**src/rtl/stream_demux4_pkg.sv**
```systemverilog
// Shared constants and helpers for the four-way stream demultiplexer.
package stream_demux4_pkg;

   localparam int unsigned NUM_CH = 4;
   localparam int unsigned SEL_W  = 2;
   localparam int unsigned CNT_W  = 16;

   // One-hot decode of a channel index.
   function automatic logic [NUM_CH-1:0] sel_onehot(input logic [SEL_W-1:0] sel);
      return NUM_CH'(1) << sel;
   endfunction

endpackage

```
**src/rtl/stream_fifo.sv**
```systemverilog
// Small synchronous FIFO with registered storage; head is the oldest entry.
module stream_fifo #(
   parameter int unsigned DATA_W = 32,
   parameter int unsigned DEPTH  = 2
) (
   input  logic              clk,
   input  logic              rst,
   input  logic              push,
   input  logic              pop,
   input  logic [DATA_W-1:0] data_in,
   output logic              full,
   output logic              empty,
   output logic [DATA_W-1:0] head
);

   localparam int unsigned AW = (DEPTH > 1) ? $clog2(DEPTH) : 1;
   localparam int unsigned CW = AW + 1;

   logic [DATA_W-1:0] mem_q [DEPTH];
   logic [AW-1:0]     wr_ptr_q, wr_ptr_d;
   logic [AW-1:0]     rd_ptr_q, rd_ptr_d;
   logic [CW-1:0]     count_q, count_d;
   logic              do_push, do_pop;

   assign full    = (count_q == CW'(DEPTH));
   assign empty   = (count_q == '0);
   assign do_push = push && !full;
   assign do_pop  = pop && !empty;
   assign head    = mem_q[rd_ptr_q];

   // Pointers wrap naturally since DEPTH is a power of two.
   always_comb begin
      wr_ptr_d = wr_ptr_q;
      rd_ptr_d = rd_ptr_q;
      count_d  = count_q;
      if (do_push) wr_ptr_d = wr_ptr_q + AW'(1);
      if (do_pop)  rd_ptr_d = rd_ptr_q + AW'(1);
      case ({do_push, do_pop})
         2'b10:   count_d = count_q + CW'(1);
         2'b01:   count_d = count_q - CW'(1);
         default: count_d = count_q;
      endcase
   end

   always_ff @(posedge clk) begin
      if (rst) begin
         wr_ptr_q <= '0;
         rd_ptr_q <= '0;
         count_q  <= '0;
         mem_q    <= '{default: '0};
      end else begin
         wr_ptr_q <= wr_ptr_d;
         rd_ptr_q <= rd_ptr_d;
         count_q  <= count_d;
         if (do_push) mem_q[wr_ptr_q] <= data_in;
      end
   end

endmodule

```
**src/rtl/stream_demux4.sv**
```systemverilog
// Routes one input stream to four independently buffered output channels.
module stream_demux4
   import stream_demux4_pkg::*;
#(
   parameter int unsigned DATA_W = 32,
   parameter int unsigned DEPTH  = 2
) (
   input  logic              clk,
   input  logic              rst,
   input  logic              in_valid,
   output logic              in_ready,
   input  logic [1:0]        in_sel,
   input  logic [DATA_W-1:0] in_data,
   output logic [3:0]        out_valid,
   input  logic [3:0]        out_ready,
   output logic [DATA_W-1:0] out_data0,
   output logic [DATA_W-1:0] out_data1,
   output logic [DATA_W-1:0] out_data2,
   output logic [DATA_W-1:0] out_data3,
   output logic [15:0]       cnt0,
   output logic [15:0]       cnt1,
   output logic [15:0]       cnt2,
   output logic [15:0]       cnt3
);

   logic [NUM_CH-1:0] sel_oh, push, pop, full, empty;
   logic [DATA_W-1:0] head [NUM_CH];
   logic [CNT_W-1:0]  cnt_q [NUM_CH];
   logic [CNT_W-1:0]  cnt_d [NUM_CH];

   // Ready depends only on the selected buffer's registered fill state.
   assign sel_oh    = sel_onehot(in_sel);
   assign in_ready  = ~full[in_sel];
   assign push      = {NUM_CH{in_valid & in_ready & ~rst}} & sel_oh;
   assign out_valid = ~empty;
   assign pop       = out_valid & out_ready;

   for (genvar g = 0; g < NUM_CH; g++) begin : g_ch
      stream_fifo #(
         .DATA_W (DATA_W),
         .DEPTH  (DEPTH)
      ) u_fifo (
         .clk     (clk),
         .rst     (rst),
         .push    (push[g]),
         .pop     (pop[g]),
         .data_in (in_data),
         .full    (full[g]),
         .empty   (empty[g]),
         .head    (head[g])
      );
   end

   always_comb begin
      for (int i = 0; i < NUM_CH; i++) begin
         cnt_d[i] = cnt_q[i] + CNT_W'(pop[i]);
      end
   end

   always_ff @(posedge clk) begin
      if (rst) begin
         for (int i = 0; i < NUM_CH; i++) cnt_q[i] <= '0;
      end else begin
         for (int i = 0; i < NUM_CH; i++) cnt_q[i] <= cnt_d[i];
      end
   end

   assign out_data0 = head[0];
   assign out_data1 = head[1];
   assign out_data2 = head[2];
   assign out_data3 = head[3];
   assign cnt0      = cnt_q[0];
   assign cnt1      = cnt_q[1];
   assign cnt2      = cnt_q[2];
   assign cnt3      = cnt_q[3];

endmodule
```
**config.mk**
```make
export PLATFORM = sky130hd
export DESIGN_NAME = stream_demux4
export DESIGN_NICKNAME = d
export VERILOG_FILES = /design/src/rtl/stream_demux4_pkg.sv /design/src/rtl/stream_fifo.sv /design/src/rtl/stream_demux4.sv
export SDC_FILE = /design/constraint.sdc
export NUM_CORES = 1
export LEC_CHECK = 0
export BUFFER_PORTS_ARGS = -buffer_cell sky130_fd_sc_hd__buf_4
export CELL_PAD_IN_SITES_DETAIL_PLACEMENT = 1
export CELL_PAD_IN_SITES_GLOBAL_PLACEMENT = 2
export CORE_UTILIZATION = 30
export DETAILED_ROUTE_END_ITERATION = 8
export MAX_ROUTING_LAYER = met4
export PLACE_DENSITY = 0.76
export SYNTH_ARGS = -nofsm -noshare
export SYNTH_HDL_FRONTEND = slang
export SYNTH_SLANG_ARGS = --single-unit
export TNS_END_PERCENT = 1
```
**constraint.sdc**
```tcl
create_clock -name clk -period 1.8 [get_ports clk]
set_input_delay 0.09 -clock clk [delete_from_list [all_inputs] [get_ports clk]]
set_output_delay 0.09 -clock clk [all_outputs]
set_load 0.03 [all_outputs]
```
==> results of run 1 <==
worst max path at each step:
stage | startpoint | end | slack (ns) | cells after the start
after floorplan | g_ch[2].u_fifo.count_q[0]$_SDFFE_PP0P_ | cnt_q[2][15]$_SDFF_PP0_ | -0.05 | 8
after global placement | in_sel[1] | g_ch[0].u_fifo.count_q[1]$_SDFFE_PP0P_ | -0.09 | 6
after detailed placement | in_sel[1] | g_ch[0].u_fifo.mem_q[58]$_SDFFE_PP0P_ | -0.11 | 7
after CTS | g_ch[0].u_fifo.count_q[0]$_SDFFE_PP0P_ | in_ready | -0.07 | 4
after global routing | g_ch[2].u_fifo.count_q[0]$_SDFFE_PP0P_ | in_ready | -0.08 | 4
final | g_ch[2].u_fifo.count_q[0]$_SDFFE_PP0P_ | in_ready | -0.04 | 4
cell usage in the layout (no fill, tap or decap), types with 6 or more instances in the layout:
cell type / synthesis / routed
bufinv_16: 0 / 7
nor3_2: 1 / 7
mux2_4: 0 / 58
nand2_1: 533 / 531
dlygate4sd3_1: 0 / 38
and2_1: 8 / 6
dfxtp_1: 336 / 326
clkbuf_16: 0 / 43
buf_4: 0 / 261
nand3_1: 27 / 24
nor3_1: 15 / 8
xor2_1: 16 / 16
o21ai_0: 11 / 11
inv_1: 7 / 7
a21oi_1: 273 / 270
nor4_4: 0 / 6
or3_1: 15 / 13
mux2_2: 128 / 70
nor2b_1: 14 / 14
buf_6: 3 / 42
xnor2_1: 42 / 42
nor2_1: 55 / 55
clkinv_2: 0 / 8
buf_12: 0 / 18
ha_4: 0 / 7
clkbuf_1: 89 / 8
nand4_1: 14 / 14
stage by stage:
step / area [µm²] / util (%) / TNS (ns) / worst slack, ns
4_1_cts: 19200 / 41.9 / -0.511 / -0.0701
2_1_floorplan: 14100 / - / -0.285 / -0.0456
5_1_grt: 19500 / 42.5 / -1.21 / -0.0847
6_report: 19500 / 42.5 / -0.0384 / -0.0384
3_3_place_gp: 16800 / 36.8 / -1.90 / -0.0861
3_5_place_dp: 16800 / 36.8 / -4.62 / -0.111
state kept, by name (all words and copies together) (netlist names):
name,count
g_ch.u_fifo.rd_ptr_q,4
cnt_q,64
g_ch.u_fifo.mem_q,256
g_ch.u_fifo.count_q,8
g_ch.u_fifo.wr_ptr_q,4
cell families (layout without fill, tap and decap cells):
| logic type | count (synthesis) | after routing |
|---|---|---|
| mux | 129 | 129 |
| flops | 336 | 336 |
| xor+xnor | 58 | 58 |
| fa+ha+maj | 12 | 12 |
| other cells | 0 | 1 |
| buf+inv | 151 | 445 |
| simple gates | 725 | 725 |
| compound gates | 288 | 288 |
layer usage:
metal	GRT usage (%)	part of all wire, %	up-vias
met2	36.3	49	219
met5	-	0	-
met1	26.4	45	6287
met4	5.20	2.0	0
li1	-	-	6128
met3	3.81	4.0	70
cell type report:
type                       instances  share of cell area, %
clock inverter                    19                   1.47
sequential                       336                   34.7
inverter                           7                  0.135
antenna                            1                 0.0129
multi-input combinational       1212                   37.1
tap                              600                   3.86
clock buffer                      56                   6.04
timing repair buffer             363                   16.7
what timing repair did:
action | in CTS | in global routing
hold endpoints to repair | 269 | 0
setup endpoints to repair | 118 | 110
buffers inserted | 5 | 4
pin swaps | 0 | 5
gates resized for setup | 99 | 61
hold buffers | 38 | 0
cloned | 2 | 0
Yosys cell counts, types with 11 or more instances:
library cell	number
nand2_1	533
dfxtp_1	336
a21oi_1	273
mux2_2	128
clkbuf_1	89
nor2_1	55
buf_2	50
xnor2_1	42
nand3_1	27
xor2_1	16
nor3_1	15
or3_1	15
nand4_1	14
nor2b_1	14
ha_1	12
nor4_1	12
o21ai_0	11
critical path: stages (launching register included):
cell	delay, ns
dfxtp_2	0.33
buf_6	0.12
nand2b_4	0.13
mux4_2	0.46
buf_6	0.16
power groups by stage:
stage | Sequential (µW) | Combinational, µW | Clock (µW)
final | 7620 | 1630 | 9010
after global routing | 7630 | 1750 | 9580
after floorplan | 7770 | 848 | 0
after CTS | 7620 | 1620 | 9250
after global placement | 7760 | 1400 | 0
after detailed placement | 7770 | 1420 | 0
==> metrics.txt, run 1 <==
final hold violations=0; initial core utilization=30.6%; Post-Synth Simple-Gate Area=21.9%; Critical R2R Launch=g_ch[2].u_fifo.count_q[1]$_SDFFE_PP0P_; #FFs+latches synth=336; Worst VDD drop=0.528 mV; CTS tree=built; Worst Reg-to-Reg Cells=9; GR Overflow Total=0; CP required=1.71 ns; initial DRC count=652; Fmax=544 MHz; Overall Power=18300 µW; Clk pwr share=49.3%; mux cell area share after synthesis=10.4%; CP endpoint kind=output pin; main combinational cell family by area after synthesis=simple AND/OR/NAND/NOR gates; Worst-Margin Slew=1.02 ns; CTS Buf Count=42; first-pass GRT wire length=77.1 mm; Combinational Power Share=8.9%; Synth Area in XOR/XNOR=3.62%; Hold WS=0.0279 ns; synth top area cells=dfxtp_1 48%, nand2_1 14%, mux2_2 10%; switching share of total power=24.2%; area of the multi-input gates=7210 µm²; failing checks=negative setup slack; Final Skew=0.0286 ns; synth-to-layout area growth=38.8%; Int Power=13800 µW; syn_nets=1752; initial antenna violation count=0; Post-synth EDFFs=0; row cnt=78; WHS Endpoint=g_ch[1].u_fifo.wr_ptr_q$_SDFFE_PP0N_; Worst-path clk slew=0.06 ns; Crit Path Class=register to output pin; die height=218 µm; share of layout cells above drive strength 1=29.4%; Compound-Gate Fraction of Synth Area=10.4%; Max Root-Sink Buffers=3; Fillers=5276; Placed Cells=2469; proportion of power drawn by flip-flops and latches=41.7%; Synth area leader=dfxtp_1; ys async rst share=0%; hold path depth=4; wirelength, routed=50.2 mm; DR vias=12700; Die ar.=47600 µm²; pins over their slew limit=0; DRC viols=0; Total Routing Usage GR=21.5%; post-synth top area share=48.0%; I/O pin cnt=238; Setup WS post-layout=-0.0384 ns; RSZ-0062 raised after global routing=yes; hold wc startpoint=in_sel[0]; number of global-route vias before repair=13300; maximum capacitance violations=0; min cycle time layout=1.84 ns; Port Buffers=237; Rel. slew slack=32.0%; CTS root buf=clkbuf_16; post-route ant nets=0; Synth warnings=0; drt first pass iters=5; r2r endpoint=cnt_q[2][12]$_SDFF_PP0_; final setup fails=1; nets@finish=2015; Post-Synth Adder-Cell Area=1.07%; LEAKAGE=0.00730 µW; placer congestion estimate=0.815; CP Launch Type=register; Avg Vias per Cell=4.90; storage element area=6750 µm²; Core ar.=45800 µm²; status=finished with violations; largest net degree at the start of global routing=178; final std cells w/o fill=2594; DP HPWL=32.3 mm; Cell variety after synth=38; top_reg_cell synth=dfxtp_1; power density cells=938 nW/µm²; drt wl/cell=19.4 µm; Reg2Reg Setup Slack=0.02 ns; crit-path max FO=3; clk_lat worst skew=0.57 ns; type of the tightest min-delay check=input pin to register; sequential fraction of the synthesis area=48.0%; synthesized area=14000 µm²; clock sinks=336; DIE WIDTH=218 µm; Switch Pwr=4430 µW; final period utilization=102%; H-tree depth=2; Synth Instances=1699; Avg Inst Size Synth=8.25 µm²; Worst EP arrival=1.75 ns
Power figures use the tool's default switching activity.
==> run 2: changes to the inputs <==
--- a/config.mk
+++ b/config.mk
@@ -8,11 +8,13 @@
 export BUFFER_PORTS_ARGS = -buffer_cell sky130_fd_sc_hd__buf_4
 export CELL_PAD_IN_SITES_DETAIL_PLACEMENT = 1
 export CELL_PAD_IN_SITES_GLOBAL_PLACEMENT = 2
-export CORE_UTILIZATION = 30
+export CORE_UTILIZATION = 32
 export DETAILED_ROUTE_END_ITERATION = 8
 export MAX_ROUTING_LAYER = met4
 export PLACE_DENSITY = 0.76
+export SKIP_LAST_GASP = 1
 export SYNTH_ARGS = -nofsm -noshare
 export SYNTH_HDL_FRONTEND = slang
+export SYNTH_HIERARCHICAL = 1
 export SYNTH_SLANG_ARGS = --single-unit
 export TNS_END_PERCENT = 1
==> run 2 against run 1 <==
The flow still finishes with violations (negative setup slack). Area after synthesis increased by 15%. Register-to-register slack got worse by 0.10 ns. Critical path depth increased by 3. Clock skew decreased by 0.010 ns. Critical endpoint unchanged.
==> metrics.txt, run 2 <==
clk_lat worst skew=0.58 ns (about the same); number of global-route vias before repair=14100 (+5.3%); row cnt=81 (+3.8%); post-layout util=42.7% (+0.14 points); syn_nets=1763 (+0.63%); status=finished with violations; Switch Pwr=4200 µW (-5.0%); Combinational Power Share=7.2% (-1.7 points); Rel. slew slack=50.5% (+19 points); commonest non-fill, non-tap cell in the layout=dfxtp_1; Hold WS=0.0625 ns (+0.0346 ns); Int Power=13000 µW (-6.4%); CP Launch Type=register; final period utilization=111% (+8.9 points); main combinational cell family by area after synthesis=simple AND/OR/NAND/NOR gates; top_reg_cell synth=dfxtp_1; WHS Endpoint=cnt_q[0][48]$_SDFF_PP0_; H-tree depth=2 (unchanged); die height=226 µm (+3.7%); Worst VDD drop=0.528 mV (about the same); final std cells w/o fill=2697 (+4.0%); Post-Synth Adder-Cell Area=1.16% (+0.094 points); Core ar.=49300 µm² (+7.6%); drt first pass iters=4 (-1); CP max stage delay=0.47 ns (about the same); Critical R2R Launch=g_ch[3].u_fifo/count_q[0]$_SDFFE_PP0P_; worst path cell trace=buf_6, nand2b_4, inv_4, buf_6, mux4_2, inv_2, buf_6; CP required=1.71 ns (about the same); DP HPWL=36.4 mm (+13%); WP buf/inv=5 (+3); mux cell area share after synthesis=18.1% (+7.6 points); post-synth top area share=41.8% (-6.2 points); Synth Area in XOR/XNOR=1.30% (-2.3 points); power density cells=817 nW/µm² (-13%); post-place setup slack=-0.143 ns (-0.0320 ns); first-pass GRT wire length=83.0 mm (+7.6%); Largest regs=g_ch.u_fifo/mem_q: 256 flops, cnt_q: 64 flops, g_ch.u_fifo/count_q: 8 flops; setup TNS=-2.77 ns (-2.73 ns); CP dominant cell by count=buf_6; CP endpoint kind=output pin; nets@finish=2058 (+2.1%); Crit path max-delay family=multiplexers; CTS root buf=clkbuf_16; Top reg by flops=g_ch.u_fifo/mem_q; clock sinks=336 (unchanged); Total Routing Usage GR=22.0% (+0.48 points); most frequent cell after synthesis=dfxtp_1; drt wl/cell=20.5 µm (+5.7%); Port Buffers=237 (unchanged); min cycle time layout=2.00 ns (+0.160 ns); CTS Buf Count=42 (unchanged); Commonest cells post-synth=336 x dfxtp_1, 272 x o21ai_0, 264 x nand2b_1; DRC viols=0 (unchanged); hold wc startpoint=out_ready[3]; final setup fails=111 (+110); Worst-Margin Slew=0.742 ns (-0.278 ns); maximum capacitance violations=0 (unchanged); sequential fraction of the synthesis area=41.8% (-6.2 points); r2r endpoint=cnt_q[0][60]$_SDFF_PP0_; Max Root-Sink Buffers=3 (unchanged); hold path depth=4 (unchanged); DR vias=13400 (+5.5%); largest net degree at the start of global routing=136 (-24%); initial antenna violation count=1 (+1); Compound-Gate Fraction of Synth Area=10.7% (+0.34 points); Post-Synth Simple-Gate Area=22.4% (+0.50 points); final hold violations=0 (unchanged); post-route ant nets=0 (unchanged); Fmax=501 MHz (-8.0%); share of layout cells above drive strength 1=29.4% (+0.076 points); synth-to-layout area growth=30.4%; proportion of power drawn by flip-flops and latches=44.0% (+2.3 points); Setup WS post-layout=-0.198 ns (-0.160 ns); #FFs+latches synth=336 (unchanged); DIE WIDTH=226 µm (+3.7%); initial core utilization=32.7% (+2.1 points); switching share of total power=24.5% (+0.26 points); crit-path max FO=2 (-1); Synth Instances=1707 (+0.47%); I/O pin cnt=238 (unchanged); wirelength, routed=55.2 mm (+9.9%); max reg flops=256 (unchanged); Placed Cells=2583 (+4.6%); Final Skew=0.0185 ns (-0.0101 ns); Avg Inst Size Synth=9.44 µm² (+14%); RSZ-0062 raised after global routing=yes; critical path's slowest cell=mux4_2; Die ar.=51200 µm² (+7.6%); GR Overflow Total=0 (unchanged); Crit Path Class=register to output pin; Synth warnings=6 (+6); Cell variety after synth=38 (unchanged); Worst EP arrival=1.91 ns (+0.16 ns); LEAKAGE=0.00823 µW (+13%); failing checks=negative setup slack; Post-synth EDFFs=0 (unchanged); commonest non-fill, non-tap cells in the layout=328 x dfxtp_1, 310 x buf_4, 269 x o21ai_0; Clk pwr share=48.8% (-0.5 points); synthesized area=16100 µm² (+15%); ys async rst share=0% (unchanged); pins over their slew limit=0 (unchanged); synth top area cells=dfxtp_1 42%, nand2b_1 10%, mux2_2 9.9%; Avg Vias per Cell=4.97 (+1.5%); Reg2Reg Setup Slack=-0.08 ns (-0.10 ns); type of the tightest min-delay check=input pin to register; Synth area leader=dfxtp_1; CTS tree=built; Worst Reg-to-Reg Cells=7 (-2); crit path from=g_ch[2].u_fifo/count_q[1]$_SDFFE_PP0P_; placer congestion estimate=0.801 (-1.7%); initial DRC count=705 (+8.1%); Worst-path clk slew=0.05 ns (about the same)
-- run 2: cell types whose count changed in the layout (fill, tap and decap cells not counted), moves of 49 or more --
cell      delta
mux2i_1    +128
buf_4       +49
nand2b_1   +262
mux2_4      -58
nor2b_1    +137
mux2_2      +72
a21oi_1    -233
o21ai_0    +258
nand2_1    -515
-- run 2: worst max-delay path by stage --
stage,to,slack [ns],depth (start not counted)
after floorplan,g_ch[3].u_fifo/count_q[1]$_SDFFE_PP0P_,-0.04,9
after global placement,cnt_q[0][28]$_SDFF_PP0_,-0.12,7
after detailed placement,cnt_q[0][24]$_SDFF_PP0_,-0.14,8
after CTS,in_ready,-0.26,7
after global routing,in_ready,-0.27,7
final,in_ready,-0.20,7
-- run 2: area by class of cell --
type	count	area (µm²)
multi-input combinational	1226	8840
tap	664	831
clock buffer	61	1240
inverter	27	104
sequential	336	6740
clock inverter	13	115
timing repair buffer	369	3140
fill	5574	28200
antenna	1	2.50
-- run 2: through the flow --
stage	total power [µW]	area, µm²
final	17200	21000
after global routing	17800	21000
after CTS	17400	20900
after detailed placement	8890	19200
after global placement	8870	19200
after floorplan	8350	16300
-- run 2: timing repair --
| item | CTS | global route |
|---|---|---|
| gates resized for setup | 12 | 10 |
| cloned | 0 | 2 |
| hold endpoints to repair | 256 | 0 |
| hold buffers | 32 | 0 |
| endpoints found under the setup margin | 220 | 328 |
| pin swaps | 2 | 1 |
| buffers inserted | 6 | 0 |
-- run 2: power by group through the flow --
stage,clock [µW],sequential [µW],combinational [µW]
floorplan,0,7710,642
global placement,0,7710,1150
detailed placement,0,7720,1170
CTS,8640,7550,1240
global route,8900,7560,1320
finish,8370,7560,1230
-- run 2: cell families after synthesis --
group / Yosys count
xor+xnor: 24
buf+inv: 145
fa+ha+maj: 15
compound gates: 334
simple gates: 581
flops: 336
mux: 272
-- run 2: per-layer routing --
metal  global-route usage [%]  part of all wire, %  vias to the layer above
li1                         -                    -                     6457
met1                     28.1                   46                     6585
met2                     34.3                   45                      275
met3                     4.50                  5.3                       85
met4                     7.89                  3.0                        0
met5                        -                    0                        -
-- run 2: worst register-to-register path, cell delays in order, from the launching register on --
cell     delay (ns)
dfxtp_2        0.33
nor2_1         0.05
nor2b_1        0.16
ha_1           0.22
ha_2           0.22
nand4_4        0.13
or4_1          0.53
a21oi_1        0.15
